--- src/rtl/control_multiciclo_pkg.sv ---
// Shared constants for the multicycle control unit and the ALU:
// state codes, opcodes, funct codes, ALU select codes and ALU-op classes.
package control_multiciclo_pkg;

    typedef enum logic [3:0] {
        S_FETCH  = 4'd0,
        S_DECODE = 4'd1,
        S_MEMADR = 4'd2,
        S_MEMRD  = 4'd3,
        S_MEMWB  = 4'd4,
        S_MEMWR  = 4'd5,
        S_EXEC   = 4'd6,
        S_ALUWB  = 4'd7,
        S_BRANCH = 4'd8,
        S_ADDIEX = 4'd9,
        S_ADDIWB = 4'd10,
        S_JUMP   = 4'd11
    } state_t;

    localparam logic [5:0] OP_R    = 6'b000000;
    localparam logic [5:0] OP_LW   = 6'b100011;
    localparam logic [5:0] OP_SW   = 6'b101011;
    localparam logic [5:0] OP_BEQ  = 6'b000100;
    localparam logic [5:0] OP_ADDI = 6'b001000;
    localparam logic [5:0] OP_J    = 6'b000010;

    localparam logic [5:0] FN_AND = 6'b100100;
    localparam logic [5:0] FN_OR  = 6'b100101;
    localparam logic [5:0] FN_ADD = 6'b100000;
    localparam logic [5:0] FN_SUB = 6'b100010;
    localparam logic [5:0] FN_SLT = 6'b101010;
    localparam logic [5:0] FN_NOR = 6'b100111;

    localparam logic [2:0] SEL_AND = 3'b000;
    localparam logic [2:0] SEL_OR  = 3'b001;
    localparam logic [2:0] SEL_ADD = 3'b010;
    localparam logic [2:0] SEL_SUB = 3'b110;
    localparam logic [2:0] SEL_SLT = 3'b111;
    localparam logic [2:0] SEL_NOR = 3'b100;

    localparam logic [1:0] ALUOP_ADD   = 2'b00;
    localparam logic [1:0] ALUOP_SUB   = 2'b01;
    localparam logic [1:0] ALUOP_FUNCT = 2'b10;

endpackage

--- src/rtl/decodificador_alu.sv ---
// ALU select decoder: fixed ADD/SUB classes or a FUNCT-field decode,
// flagging FUNCT values the ALU does not implement.
module decodificador_alu
    import control_multiciclo_pkg::*;
(
    input  logic [1:0] ALUOP,
    input  logic [5:0] FUNCT,
    output logic [2:0] SEL,
    output logic       INVALIDO
);

    // Map ALU-op class and FUNCT to a select code; unknown FUNCT falls back to ADD
    always_comb begin
        SEL      = SEL_ADD;
        INVALIDO = 1'b0;
        case (ALUOP)
            ALUOP_SUB:   SEL = SEL_SUB;
            ALUOP_FUNCT: begin
                case (FUNCT)
                    FN_AND:  SEL = SEL_AND;
                    FN_OR:   SEL = SEL_OR;
                    FN_ADD:  SEL = SEL_ADD;
                    FN_SUB:  SEL = SEL_SUB;
                    FN_SLT:  SEL = SEL_SLT;
                    FN_NOR:  SEL = SEL_NOR;
                    default: INVALIDO = 1'b1;
                endcase
            end
            default:     SEL = SEL_ADD;
        endcase
    end

endmodule

--- src/rtl/control_multiciclo.sv ---
// Multicycle MIPS-subset control unit: a single state register plus a
// Moore output decode (PCEN in BRANCH follows ZERO; FETCH enables follow MEMLISTO).
module control_multiciclo
    import control_multiciclo_pkg::*;
(
    input  logic       CLK,
    input  logic       RST,
    input  logic [5:0] OPCODE,
    input  logic [5:0] FUNCT,
    input  logic       ZERO,
    input  logic       MEMLISTO,
    output logic       PCEN,
    output logic       IORD,
    output logic       MEMWRITE,
    output logic       IRWRITE,
    output logic       REGDST,
    output logic       MEMTOREG,
    output logic       REGWRITE,
    output logic       ALUSRCA,
    output logic [1:0] ALUSRCB,
    output logic [1:0] PCSRC,
    output logic [2:0] SEL,
    output logic       ILEGAL,
    output logic [3:0] ESTADO
);

    state_t     estado_q;
    state_t     estado_d;
    logic [1:0] aluop;
    logic [2:0] sel_dec;
    logic       funct_inv;

    decodificador_alu u_dec (
        .ALUOP    (aluop),
        .FUNCT    (FUNCT),
        .SEL      (sel_dec),
        .INVALIDO (funct_inv)
    );

    assign ESTADO = estado_q;

    // State register; reset returns to FETCH from anywhere, including memory waits
    always_ff @(posedge CLK) begin
        if (RST) estado_q <= S_FETCH;
        else     estado_q <= estado_d;
    end

    // Next-state and output decode; reset shows a quiet FETCH (no loads, no ILEGAL)
    always_comb begin
        estado_d = S_FETCH;
        aluop    = ALUOP_ADD;
        PCEN     = 1'b0;
        IORD     = 1'b0;
        MEMWRITE = 1'b0;
        IRWRITE  = 1'b0;
        REGDST   = 1'b0;
        MEMTOREG = 1'b0;
        REGWRITE = 1'b0;
        ALUSRCA  = 1'b0;
        ALUSRCB  = 2'b00;
        PCSRC    = 2'b00;
        SEL      = 3'b000;
        ILEGAL   = 1'b0;
        if (RST) begin
            ALUSRCB = 2'b01;
            SEL     = sel_dec;
        end else begin
            case (estado_q)
                S_FETCH: begin
                    ALUSRCB  = 2'b01;
                    SEL      = sel_dec;
                    PCEN     = MEMLISTO;
                    IRWRITE  = MEMLISTO;
                    estado_d = MEMLISTO ? S_DECODE : S_FETCH;
                end
                S_DECODE: begin
                    ALUSRCB = 2'b10;
                    SEL     = sel_dec;
                    case (OPCODE)
                        OP_LW, OP_SW: estado_d = S_MEMADR;
                        OP_R:         estado_d = S_EXEC;
                        OP_BEQ:       estado_d = S_BRANCH;
                        OP_ADDI:      estado_d = S_ADDIEX;
                        OP_J:         estado_d = S_JUMP;
                        default:      ILEGAL   = 1'b1;
                    endcase
                end
                S_MEMADR: begin
                    ALUSRCA  = 1'b1;
                    ALUSRCB  = 2'b10;
                    SEL      = sel_dec;
                    estado_d = (OPCODE == OP_LW) ? S_MEMRD : S_MEMWR;
                end
                S_MEMRD: begin
                    IORD     = 1'b1;
                    estado_d = MEMLISTO ? S_MEMWB : S_MEMRD;
                end
                S_MEMWB: begin
                    MEMTOREG = 1'b1;
                    REGWRITE = 1'b1;
                end
                S_MEMWR: begin
                    IORD     = 1'b1;
                    MEMWRITE = 1'b1;
                    estado_d = MEMLISTO ? S_FETCH : S_MEMWR;
                end
                S_EXEC: begin
                    ALUSRCA = 1'b1;
                    aluop   = ALUOP_FUNCT;
                    SEL     = sel_dec;
                    if (funct_inv) ILEGAL   = 1'b1;
                    else           estado_d = S_ALUWB;
                end
                S_ALUWB: begin
                    REGDST   = 1'b1;
                    REGWRITE = 1'b1;
                end
                S_BRANCH: begin
                    ALUSRCA = 1'b1;
                    aluop   = ALUOP_SUB;
                    SEL     = sel_dec;
                    PCSRC   = 2'b01;
                    PCEN    = ZERO;
                end
                S_ADDIEX: begin
                    ALUSRCA  = 1'b1;
                    ALUSRCB  = 2'b10;
                    SEL      = sel_dec;
                    estado_d = S_ADDIWB;
                end
                S_ADDIWB: REGWRITE = 1'b1;
                S_JUMP: begin
                    PCSRC = 2'b10;
                    PCEN  = 1'b1;
                end
                default: estado_d = S_FETCH;
            endcase
        end
    end

endmodule
--- config.mk ---
export PLATFORM = sky130hd
export DESIGN_NAME = control_multiciclo
export DESIGN_NICKNAME = d
export VERILOG_FILES = /design/src/rtl/control_multiciclo_pkg.sv /design/src/rtl/decodificador_alu.sv /design/src/rtl/control_multiciclo.sv
export SDC_FILE = /design/constraint.sdc
export NUM_CORES = 1
export LEC_CHECK = 0
export ABC_CLOCK_PERIOD_IN_PS = 2400
export BUFFER_PORTS_ARGS = -buffer_cell sky130_fd_sc_hd__buf_2
export CORE_UTILIZATION = 45
export CTS_CLUSTER_DIAMETER = 120
export DETAILED_ROUTE_END_ITERATION = 8
export PLACE_DENSITY = 0.79
export RECOVER_POWER = 25
export SLEW_MARGIN = 20
export SYNTH_ARGS = -nofsm -noshare
export SYNTH_HDL_FRONTEND = slang
export SYNTH_SLANG_ARGS = --single-unit
--- constraint.sdc ---
create_clock -name CLK -period 2.4 [get_ports CLK]
set_input_delay 0.24 -clock CLK [delete_from_list [all_inputs] [get_ports CLK]]
set_output_delay 0.24 -clock CLK [all_outputs]
set_load 0.05 [all_outputs]
; Word-level counts from Yosys, hierarchy flattened
; Index checks and enable logic that the tools add are counted.
[totals]
wordCells = 74
input_bits = 16
regBits = 4
[classes]
eq_ne = 24
n_mux = 39
n_reduce_logical = 10
[op_table]
columns = cell, n
row1 = "== test 6 bit, second input constant", 8
row2 = case mux 4 bit (7 select lines), 1
row3 = 2-to-1 mux 1 bit, 21
row4 = case mux 4 bit (5 select lines), 1
row5 = 2-to-1 mux 3 bit, 6
row6 = OR reduction 6 bit, 3
row7 = "== test 4 x 3 -> 1 bit, second input constant", 4
row8 = "== test 4 bit, second input constant", 4
row9 = case mux 3 bit (5 select lines), 1
row10 = case mux 2 bit (2 select lines), 3
row11 = "== test 4 x 2 -> 1 bit, second input constant", 2
row12 = "== test 6 x 2 -> 1 bit, second input constant", 1
row13 = "== test 6 x 3 -> 1 bit, second input constant", 1
row14 = "== test 6 x 4 -> 1 bit, second input constant", 1
row15 = zero test 6 bit, 1
row16 = 2-to-1 mux 2 bit, 3
row17 = case mux 3 bit (2 select lines), 1
row18 = OR reduction 3 bit, 2
row19 = "== test 4 x 1 -> 1 bit, second input constant", 1
row20 = zero test 4 bit, 1
row21 = OR reduction 2 bit, 2
row22 = OR reduction 4 bit, 1
row23 = case mux 1 bit (3 select lines), 1
row24 = "== test 2 x 1 -> 1 bit, second input constant", 1
row25 = 2 further kinds, 2

; Depth between registers and ports, before layout
; Gate-level depths: netlist (run 1).
[logic_depth]
ltp_word = 8
mapped_depth = 8

; Modules after synthesis
; A second synthesis (run 1) with hierarchy kept.
[hier_totals]
hier_cells = 107
area_unflattened_um2 = 754.5
[modules_own_cells]
columns = mod, cells_per_inst, seq_area_each_um2, area_per_inst_um2, n_inst
row1 = control_multiciclo, 88, 80.1, 604.3, 1
row2 = decodificador_alu, 19, 0.0, 150.1, 1

; Worst setup path before layout (run 1)
; Ideal clock, no wire load.
[synth_path]
path_type = register to output
start = reg estado_q[1] (netlist: ESTADO[1])
end = out SEL[0]
stages_incl_launch_ff = 6
slack_ns = -0.961
n_path_buf = 0
t_required_ns = 2.160
t_arrival_ns = 3.121
cell_sequence = dfxtp_1 nand2b_1 or3_1 inv_1 ha_1 nor4_1
[synth_between]
elab_chain_cells = 7
word_cells_on_any_way = 14
[synth_lines]
columns = element, line_no
row1 = "start, declared", control_multiciclo.sv:27  ; state_t estado_q;
row2 = "start signal, assigned", control_multiciclo.sv:45  ; else estado_q <= estado_d;
row3 = == test 4 bit / == test 4 x 3 -> 1 bit (equally long branches), control_multiciclo.sv:68  ; case (estado_q)
row4 = case mux 2 bit (2 select lines), control_multiciclo.sv:68
row5 = 2-to-1 mux 2 bit, control_multiciclo.sv:64  ; if (RST) begin
row6 = == test 2 bit / == test 2 x 1 -> 1 bit (equally long branches), decodificador_alu.sv:16  ; case (ALUOP)
row7 = case mux 3 bit (2 select lines), decodificador_alu.sv:16
row8 = 2-to-1 mux 3 bit, control_multiciclo.sv:68
row9 = 2-to-1 mux 3 bit (*), control_multiciclo.sv:64
row10 = "end, declared", control_multiciclo.sv:22  ; output logic [2:0] SEL,
; Every way passes the cells marked *; elsewhere a longest branch is shown, timed or not.

; Final worst setup path (run 1)
[layout_path]
start = reg estado_q[3] (netlist: ESTADO[3])
end = out SEL[1]
; Same word-level chain as after synthesis.

==> metrics.md, run 1 <==
| Metric | Value |
|---|---|
| Worst vdd rail ir drop | `about 0.00028 V` |
| Inst Count DP | `approximately 160` |
| Avg Cell Area, Syn | `between 6 and 7 um^2` |
| Worst path arrival time | `2080 ps` |
| Fraction of registers with async set/reset | `0%` |
| Worst Setup Start Kind | `flip-flop` |
| Worst-path clk slew | `~40 ps` |
| Final antenna-violating net count | `0` |
| DIE HEIGHT | `between 40 and 50 um` |
| Post-Syn Area | `a little over 700 um^2` |
| Largest register FFs | `4` |
| Final-stage net count | `around 160` |
| Post-synth EDFFs | `0` |
| Synth unique cells | `roughly 40` |
| Cell Rows | `13` |
| CP cell instances | `inv_2 -> nand2_2 -> or3_4 -> inv_1 -> ha_2 -> a211oi_2 -> nor2_2 -> buf_4` |
| Starting utilization of the core area | `between 50% and 60%` |
| Synth area leader | `dfxtp_1` |
| Via count | `roughly 950` |
| Crit path kind | `reg -> out` |
| Layout cells sized above 1 | `36.81%` |
| Period utilization | `between 90% and 100%` |
| Worst Path Max Fanout | `7` |
| Top cells by area, synth | `dfxtp_1 (11%), nand2b_1 (7.9%), nor2_1 (4.7%), nor2b_1 (4.4%), nor4_1 (4.4%)` |
| Number of H-tree levels | `1` |
| Gate Count Post-Synth | `approximately 110` |
| CP endpoint kind | `primary output` |
| Total gr overflow | `0` |
| Max_cap viols | `0` |
| DRT Wirelength | `around 2300 um` |
| Top post-synthesis cells by count | `nand2b_1 (9), nor2_1 (9), nand2_1 (7)` |
| Slew Limit Fails | `0` |
| Clock buffer count from CTS | `3` |
| Routed len/inst | `around 14 um` |
| DRC Markers | `0` |
| Setup Viol. Count Final | `0` |
| Status | `finished, final reports clean` |
| Slew margin rel. | `47.02%` |
| Main synth FF type | `dfxtp_1` |
| First-pass GRT wire length | `between 3000 and 4000 um` |
| Net Count, Synth | `around 130` |
| Final setup margin | `80.05 ps` |
| HPWL after detailed placement | `roughly 1700 um` |
| Pwr Density | `~250 nW/um^2` |
| DRT Pass-1 Iters | `4` |
| Hold_ws | `between 400 and 500 ps` |
| Sequential element share of the synthesized area | `about 11%` |
| Core box area | `1383 um^2` |
| Die area | `1745 um^2` |
| Minimum clock period | `around 2300 ps` |
| I/O pins | `36` |
| CTS sink cnt | `4` |
| Synth warn | `0` |
| Clock Skew | `approximately 6.2 ps` |
| Clk_lat worst skew | `between 200 and 250 ps` |
| Die W | `approximately 42 um` |
| Final Hold Viols | `0` |
| #FFs+latches synth | `4` |
| Actual slew at the worst max-slew pin | `a little under 800 ps` |
| CTS Hold Buffers Added | `0` |
| GP Congestion | `a little over 0.9` |
| Final Non-Filler Cells | `between 150 and 200` |
| CTS Root Cell | `clkbuf_4` |
| Largest net degree at the start of global routing | `18` |
| Antenna violations before repair | `0` |
| Leakage power total | `approximately 0.43 nW` |
| ANT cells | `0` |
| DP Worst Slack | `~240 ps` |
| TritonCTS clock tree | `yes` |
| Worst stage delay on the critical path | `around 400 ps` |
| Clock tree buffer depth | `2` |
| DRT iter0 DRCs | `41` |
| Slowest cell on crit path | `or3_4` |
| IO buf count | `35` |
| Area grow syn2layout | `42.00%` |
| Post-CTS setup buffers | `0` |
| Fmax achieved | `roughly 430 MHz` |
| Yosys top cell area share | `11.25%` |
| Vias in the first global route | `812` |
| DR vias/cell | `approximately 6` |
| CP required | `~2200 ps` |
| Worst Hold Class | `in -> reg` |
| All-layer global routing usage | `24.06%` |
timing repair:
action | in CTS | in global routing
endpoints found under the hold margin | 0 | 0
cloned | 0 | 0
resized for setup | 2 | 7
endpoints found under the setup margin | 2 | 4
power by group:
part	switching [mW]	internal (mW)	leakage, nW
logic	0.0674	0.0335	0.385
registers	0.00103	0.0682	0.0325
clock network	0.0285	0.0560	0.0138
logic make-up after synthesis:
logic type | share of synthesized area, %
AND/OR/NAND/NOR | 46.57
AO/OA/AOI/OAI | 27.42
buffers and inverters | 5.800
flip-flops | 11.25
XOR/XNOR | 2.461
multiplexers | 2.988
adder cells (fa/ha/maj) | 3.514
layer usage:
metal / part of all wire (%) / vias up / GRT usage, %
li1: - / 473 / -
met4: 1.5 / 0 / 4.516
met3: 6.5 / 6 / 5.652
met5: 0 / - / 0
met2: 48 / 47 / 39.06
met1: 44 / 427 / 32.38
cell type report:
type | instances | area (um^2)
flip-flops and latches | 4 | 80.08
clock buffers | 3 | 22.52
well taps | 15 | 18.77
inverters | 6 | 22.52
multi-input cells | 92 | 655.6
repair buffers | 39 | 211.5
fillers | 112 | 371.6
path summary, 6_finish.rpt:
check	startpoint	end	slack [ps]	cells past startpoint
worst max-delay path	ESTADO[3]	SEL[1]	80	8
worst min-delay path	MEMLISTO	ESTADO[0]	430	4
worst max register to register	ESTADO[3]	ESTADO[0]	520	6
worst min register to register	ESTADO[3]	ESTADO[0]	560	1
cells in the final DEF (no fill, tap or decap), types with 2 or more instances in the layout:
cell type  instances
a21oi_1            5
nand3b_1           2
a31oi_1            4
nor2b_1            5
dfxtp_1            4
nand3_1            4
a211oi_2           2
nor4_1             2
nand2b_1           9
nor4_2             2
o31ai_1            2
and3_1             3
buf_2             28
buf_4              6
or3b_1             2
clkbuf_1           4
clkbuf_4           3
inv_1              5
o21ai_0            5
nor3_1             2
nor2_1             8
nor3b_1            3
nand2_1            7
critical path, delay by kind of cell, from the launching register on:
| family | cells | cell delay [ps] |
|---|---|---|
| simple gates | 3 | 550 |
| flops | 1 | 370 |
| buf+inv | 3 | 400 |
| compound gates | 1 | 230 |
| fa+ha+maj | 1 | 300 |
through the flow:
stage                     total power, mW  TNS (ps)  area, um^2  utilization [%]
after floorplan                    0.1341    -199.9       764.5                -
after global placement             0.1673         0       969.7            70.14
after detailed placement           0.1698         0       969.7            70.14
after CTS                          0.2578         0       999.7            72.31
after global routing               0.2722    -13.17        1011            73.12
final                              0.2547         0        1011            73.12
Note: power is estimated with default switching activity, not from simulation.
==> run 2: changes to the inputs <==
--- a/config.mk
+++ b/config.mk
@@ -7,6 +7,7 @@
 export LEC_CHECK = 0
 export ABC_CLOCK_PERIOD_IN_PS = 2400
 export BUFFER_PORTS_ARGS = -buffer_cell sky130_fd_sc_hd__buf_2
+export CORE_MARGIN = 8
 export CORE_UTILIZATION = 45
 export CTS_CLUSTER_DIAMETER = 120
 export DETAILED_ROUTE_END_ITERATION = 8
==> run 2 against run 1 <==
- worst hold slack gained 9.7 ps
- first-iteration DRC count is 63% lower
- highest routed layer unchanged
- register-to-register slack about the same
- sequential share of layout area rose by 0.13 points
- die area grew 78%
- count of clock-buffer cells in the layout stayed put
- maximum frequency grew 0.18%
- combinational power about the same
- power decreased by 0.52%
==> metrics.md, run 2 (synthesis results as in run 1) <==
| Metric | Value |
|---|---|
| Status | `finished, final reports clean (unchanged)` |
| DRT iter0 DRCs | `15 (was 41)` |
| Placed cell area | `970.9 um^2 (was 969.7 um^2)` |
| Worst r2r src | `ESTADO[0] (was ESTADO[3])` |
| CTS Hold Buffers Added | `0 (unchanged)` |
| DRT Pass-1 Iters | `4 (unchanged)` |
| CTS Root Cell | `clkbuf_4 (unchanged)` |
| Die area | `3111 um^2 (was 1745 um^2)` |
| Area grow syn2layout | `41.83% (was 42.00%)` |
| Clk_lat worst skew | `240 ps (was 230 ps)` |
| Pwr Density | `250.9 nW/um^2 (was 251.9 nW/um^2)` |
| R2R Path End | `ESTADO[0] (unchanged)` |
| Slew margin rel. | `46.77% (was 47.02%)` |
| Post-CTS setup buffers | `0 (unchanged)` |
| Worst stage delay on the critical path | `400 ps (about the same)` |
| Max_cap viols | `0 (unchanged)` |
| Critical path startpoint | `ESTADO[3] (unchanged)` |
| Clock Skew | `2.752 ps (was 6.242 ps)` |
| Antenna violations before repair | `0 (unchanged)` |
| Slowest cell on crit path | `or3_4 (unchanged)` |
| Critical Path Sink | `SEL[1] (unchanged)` |
| Routed len/inst | `14.66 um (was 14.17 um)` |
| IO buf count | `35 (unchanged)` |
| Die W | `55.78 um (was 41.78 um)` |
| Commonest non-fill, non-tap cell in the layout | `buf_2 (unchanged)` |
| DRT Wirelength | `2345 um (was 2253 um)` |
| Hold_ws | `436.9 ps (was 427.2 ps)` |
| Via count | `933 (was 953)` |
| ANT cells | `0 (unchanged)` |
| CP endpoint kind | `primary output (unchanged)` |
| Clock tree buffer depth | `2 (unchanged)` |
| Largest net degree at the start of global routing | `18 (unchanged)` |
| R2R cell count | `7 (was 6)` |
| Crit path kind | `reg -> out (unchanged)` |
| Slew Limit Fails | `0 (unchanged)` |
| Fill cells | `126 (was 112)` |
| Final Non-Filler Cells | `160 (was 159)` |
| First-pass GRT wire length | `3946 um (was 3436 um)` |
| Worst path arrival time | `2080 ps (about the same)` |
| DIE HEIGHT | `55.78 um (was 41.78 um)` |
| Worst Path Max Fanout | `9 (was 7)` |
| Unrepaired setup endpoints after global routing | `no` |
| DR vias/cell | `5.831 (was 5.994)` |
| Actual slew at the worst max-slew pin | `796.8 ps (was 793.0 ps)` |
| Worst Hold Class | `in -> reg (unchanged)` |
| Period utilization | `96.49% (was 96.66%)` |
| Clock buffer count from CTS | `3 (unchanged)` |
| Worst Setup Start Kind | `flip-flop (unchanged)` |
| Inst Count DP | `157 (was 156)` |
| CP required | `2160 ps (about the same)` |
| All-layer global routing usage | `14.62% (was 24.06%)` |
| TritonCTS clock tree | `yes (unchanged)` |
| Vias in the first global route | `933 (was 812)` |
| CTS sink cnt | `4 (unchanged)` |
| Final Hold Viols | `0 (unchanged)` |
| Minimum clock period | `2316 ps (was 2320 ps)` |
| Worst-path clk slew | `40 ps (about the same)` |
| CP cell instances | `inv_2 -> nand2_2 -> or3_4 -> inv_1 -> ha_1 -> a211oi_2 -> nor2_2 -> buf_4 (was inv_2 -> nand2_2 -> or3_4 -> inv_1 -> ha_2 -> a211oi_2 -> nor2_2 -> buf_4)` |
| Setup Viol. Count Final | `0 (unchanged)` |
| Cell Rows | `14 (was 13)` |
| Final-stage net count | `164 (unchanged)` |
| Final antenna-violating net count | `0 (unchanged)` |
| HPWL after detailed placement | `1912 um (was 1721 um)` |
| Post-CTS resize count | `6 (was 2)` |
| Fmax achieved | `431.8 MHz (was 431.0 MHz)` |
| DRC Markers | `0 (unchanged)` |
| Core box area | `1489 um^2 (was 1383 um^2)` |
| Most frequent cells in the layout | `buf_2 (27), nand2b_1 (9), nor2_1 (8), nand2_1 (7), buf_4 (6) (was buf_2 (28), nand2b_1 (9), nor2_1 (8), nand2_1 (7), buf_4 (6))` |
| GP Congestion | `0.8808 (was 0.9230)` |
| Starting utilization of the core area | `47.82% (was 51.49%)` |
| Worst vdd rail ir drop | `0.0002060 V (was 0.0002797 V)` |
| Total gr overflow | `0 (unchanged)` |
| Total power | `0.2533 mW (was 0.2547 mW)` |
| Number of H-tree levels | `1 (unchanged)` |
| R2r setup slk | `510 ps (was 520 ps)` |
| Leakage power total | `0.4281 nW (was 0.4309 nW)` |
| Design Area, Final | `1010 um^2 (was 1011 um^2)` |
| Layout cells sized above 1 | `36.11% (was 36.81%)` |
| Largest register FFs | `4 (unchanged)` |
| I/O pins | `36 (unchanged)` |
run 2: cell type report:
class / count / area (um^2) / area share (%)
well taps: 16 / 20.02 / 1.983
flip-flops and latches: 4 / 81.33 / 8.055
clock buffers: 3 / 22.52 / 2.230
repair buffers: 39 / 210.2 / 20.82
multi-input cells: 92 / 653.1 / 64.68
inverters: 6 / 22.52 / 2.230
run 2: layer usage:
layer / vias up / GRT usage, % / wire [um]
met2: 42 / 24.04 / 1119
met1: 414 / 16.67 / 1002
met5: - / 0 / 0
li1: 473 / - / -
met3: 4 / 4.566 / 202
met4: 0 / 6.690 / 22
run 2: metrics by stage:
stage / TNS, ps / util [%] / worst slack [ps]
floorplan: -199.9 / - / -157.9
global placement: 0 / 65.21 / 272.2
detailed placement: 0 / 65.21 / 175.9
CTS: 0 / 67.90 / 47.04
global route: 0 / 67.82 / 22.17
finish: 0 / 67.82 / 84.32
run 2: worst min-delay path by stage:
stage,slack [ps],end,depth (start not counted),start
floorplan,470,ESTADO[3],2,RST
global placement,650,ESTADO[0],3,ESTADO[2]
detailed placement,670,ESTADO[0],3,ESTADO[2]
CTS,430,ESTADO[0],4,MEMLISTO
global route,460,ESTADO[0],4,MEMLISTO
finish,440,ESTADO[0],4,MEMLISTO
run 2: power by group:
part | switching [mW] | total (mW) | internal, mW
logic | 0.0658 | 0.0993 | 0.0335
clock network | 0.0289 | 0.0849 | 0.0560
registers | 0.000814 | 0.0691 | 0.0683
total | 0.0955 | 0.253 | 0.158
run 2: worst max-delay path: cells and delay by family, from the launching register on:
kind / cells / cell delay [ps]
AO/OA/AOI/OAI: 1 / 250
adder cells (fa/ha/maj): 1 / 290
buffers and inverters: 3 / 390
flip-flops: 1 / 360
AND/OR/NAND/NOR: 3 / 540
==> run 3: changes to the inputs <==
--- a/config.mk
+++ b/config.mk
@@ -5,7 +5,7 @@
 export SDC_FILE = /design/constraint.sdc
 export NUM_CORES = 1
 export LEC_CHECK = 0
-export ABC_CLOCK_PERIOD_IN_PS = 2400
+export ABC_CLOCK_PERIOD_IN_PS = 2300
 export BUFFER_PORTS_ARGS = -buffer_cell sky130_fd_sc_hd__buf_2
 export CORE_MARGIN = 8
 export CORE_UTILIZATION = 45
==> constraint.sdc (replaced) <==
create_clock -name CLK -period 2.3 [get_ports CLK]
set_input_delay 0.23 -clock CLK [delete_from_list [all_inputs] [get_ports CLK]]
set_output_delay 0.23 -clock CLK [all_outputs]
set_load 0.05 [all_outputs]
==> run 3 against run 2 <==
- non-clock buffer count unchanged
- largest cell class unchanged
- flip-flop and latch count did not move
- sequential power increased by 4.2%
==> metrics.md, run 3 (synthesis results as in run 1) <==
| Metric | Value |
|---|---|
| Status | `finished, final reports clean (unchanged)` |
| DRT Pass-1 Iters | `4 (unchanged)` |
| Worst-path clk slew | `40 ps (about the same)` |
| DP Worst Slack | `199.3 ps (was 175.9 ps)` |
| Minimum clock period | `2213 ps` |
| R2R Path End | `ESTADO[0] (unchanged)` |
| Worst Path Max Fanout | `17 (was 9)` |
| First-pass GRT wire length | `4077 um (was 3946 um)` |
| Clk_lat worst skew | `230 ps (was 240 ps)` |
| Post-CTS setup buffers | `0 (unchanged)` |
| Placed cell area | `974.7 um^2 (was 970.9 um^2)` |
| CTS sink cnt | `4 (unchanged)` |
| Cell Rows | `14 (unchanged)` |
| Period utilization | `between 90% and 100%` |
| Largest register FFs | `4 (unchanged)` |
| All-layer global routing usage | `14.92% (was 14.62%)` |
| Commonest non-fill, non-tap cell in the layout | `buf_2 (unchanged)` |
| DRC Markers | `0 (unchanged)` |
| Slew Limit Fails | `0 (unchanged)` |
| Worst vdd rail ir drop | `0.0004152 V (was 0.0002060 V)` |
| DIE HEIGHT | `55.78 um (unchanged)` |
| CP endpoint kind | `primary output (unchanged)` |
| Clock Skew | `0.2694 ps (was 2.752 ps)` |
| Critical path startpoint | `ESTADO[1] (was ESTADO[3])` |
| Slew margin rel. | `59.12% (was 46.77%)` |
| HPWL after detailed placement | `1869 um (was 1912 um)` |
| Worst Hold Class | `in -> reg (unchanged)` |
| Worst path arrival time | `1980 ps (was 2080 ps)` |
| Starting utilization of the core area | `47.82% (unchanged)` |
| Setup Viol. Count Final | `0 (unchanged)` |
| R2R cell count | `7 (unchanged)` |
| Die W | `55.78 um (unchanged)` |
| Clock buffer count from CTS | `3 (unchanged)` |
| Worst Setup Start Kind | `flip-flop (unchanged)` |
| Crit path kind | `reg -> out (unchanged)` |
| Number of H-tree levels | `1 (unchanged)` |
| Setup TNS | `0 ps (unchanged)` |
| Largest net degree at the start of global routing | `18 (unchanged)` |
| ANT cells | `0 (unchanged)` |
| Pwr Density | `256.1 nW/um^2 (was 250.9 nW/um^2)` |
| Fin util | `69.08% (was 67.82%)` |
| DRT Wirelength | `2391 um (was 2345 um)` |
| Final antenna-violating net count | `0 (unchanged)` |
| Leakage power total | `0.4257 nW (was 0.4281 nW)` |
| Fmax achieved | `between 400 and 500 MHz` |
| DRT iter0 DRCs | `19 (was 15)` |
| DR vias/cell | `6.025 (was 5.831)` |
| Final Hold Viols | `0 (unchanged)` |
| Most frequent cells in the layout | `buf_2 (27), nand2b_1 (9), nor2_1 (8), nand2_1 (7), clkbuf_1 (6) (was buf_2 (27), nand2b_1 (9), nor2_1 (8), nand2_1 (7), buf_4 (6))` |
| Area grow syn2layout | `44.46% (was 41.83%)` |
| Total power | `0.2634 mW (was 0.2533 mW)` |
| CP required | `2070 ps (was 2160 ps)` |
| Die area | `3111 um^2 (unchanged)` |
| Worst r2r src | `ESTADO[0] (unchanged)` |
| Core box area | `1489 um^2 (unchanged)` |
| Vias in the first global route | `972 (was 933)` |
| Max_cap viols | `0 (unchanged)` |
| Total gr overflow | `0 (unchanged)` |
| Actual slew at the worst max-slew pin | `615.8 ps (was 796.8 ps)` |
| Layout cells sized above 1 | `38.89% (was 36.11%)` |
| Via count | `964 (was 933)` |
| CTS Hold Buffers Added | `0 (unchanged)` |
| Routed len/inst | `14.94 um (was 14.66 um)` |
| Final-stage net count | `164 (unchanged)` |
| I/O pins | `36 (unchanged)` |
| Critical Path Sink | `SEL[0] (was SEL[1])` |
| R2r setup slk | `430 ps (was 510 ps)` |
| Unrepaired setup endpoints after global routing | `no (unchanged)` |
| Antenna violations before repair | `0 (unchanged)` |
| Design Area, Final | `1028 um^2 (was 1010 um^2)` |
| Clock tree buffer depth | `2 (unchanged)` |
| TritonCTS clock tree | `yes (unchanged)` |
| IO buf count | `35 (unchanged)` |
| GP Congestion | `0.8306 (was 0.8808)` |
| Final setup margin | `86.80 ps (was 84.32 ps)` |
| CTS Root Cell | `clkbuf_4 (unchanged)` |
-- run 3: cell count changes in the layout (fill, tap and decap cells not counted), sizes merged --
cell,previous run,this run
clkbuf,8,10
buf,34,32
-- run 3: final cells by class --
class | instances | area (um^2)
repair buffers | 39 | 206.4
flip-flops and latches | 4 | 83.83
clock buffers | 3 | 22.52
well taps | 16 | 20.02
fillers | 132 | 460.4
multi-input cells | 92 | 670.6
inverters | 6 | 25.02
-- run 3: what timing repair did --
| item | CTS | global route |
|---|---|---|
| setup endpoints to repair | 2 | 4 |
| gates resized for setup | 3 | 7 |
| pin swaps | 0 | 1 |
-- run 3: routing by layer --
metal	up-vias	wire (um)	GRT usage, %
met5	-	0	0
met2	53	1140	25.16
met1	432	978	16.22
li1	473	-	-
met3	6	226	5.708
met4	0	45	5.986
-- run 3: critical path: stages (launching register included) --
cell and delay (ps):
dfxtp_2 310, buf_4 200, or3b_1 470, nor3b_2 250
nor4_4 310, buf_6 200
-- run 3: how the worst min path moves through the flow --
| stage | start | endpoint | slack (ps) | cells past startpoint |
|---|---|---|---|---|
| 2_1_floorplan | RST | ESTADO[3] | 460 | 2 |
| 3_3_place_gp | ESTADO[3] | ESTADO[0] | 610 | 2 |
| 3_5_place_dp | ESTADO[3] | ESTADO[0] | 620 | 2 |
| 4_1_cts | MEMLISTO | ESTADO[0] | 420 | 4 |
| 5_1_grt | MEMLISTO | ESTADO[0] | 460 | 4 |
| 6_report | MEMLISTO | ESTADO[0] | 420 | 4 |
-- run 3: through the flow --
step	instances	hold WS [ps]
final	160	419.2
after global routing	160	461.8
after CTS	160	415.4
after detailed placement	157	618.9
after global placement	157	607.5
after floorplan	107	456.3
-- run 3: where the power goes --
group / internal [mW] / switching (mW) / total, mW
Sequential: 0.0713 / 0.000710 / 0.0720
Clock: 0.0583 / 0.0283 / 0.0866
Combinational: 0.0348 / 0.0699 / 0.105
Total: 0.164 / 0.0989 / 0.263
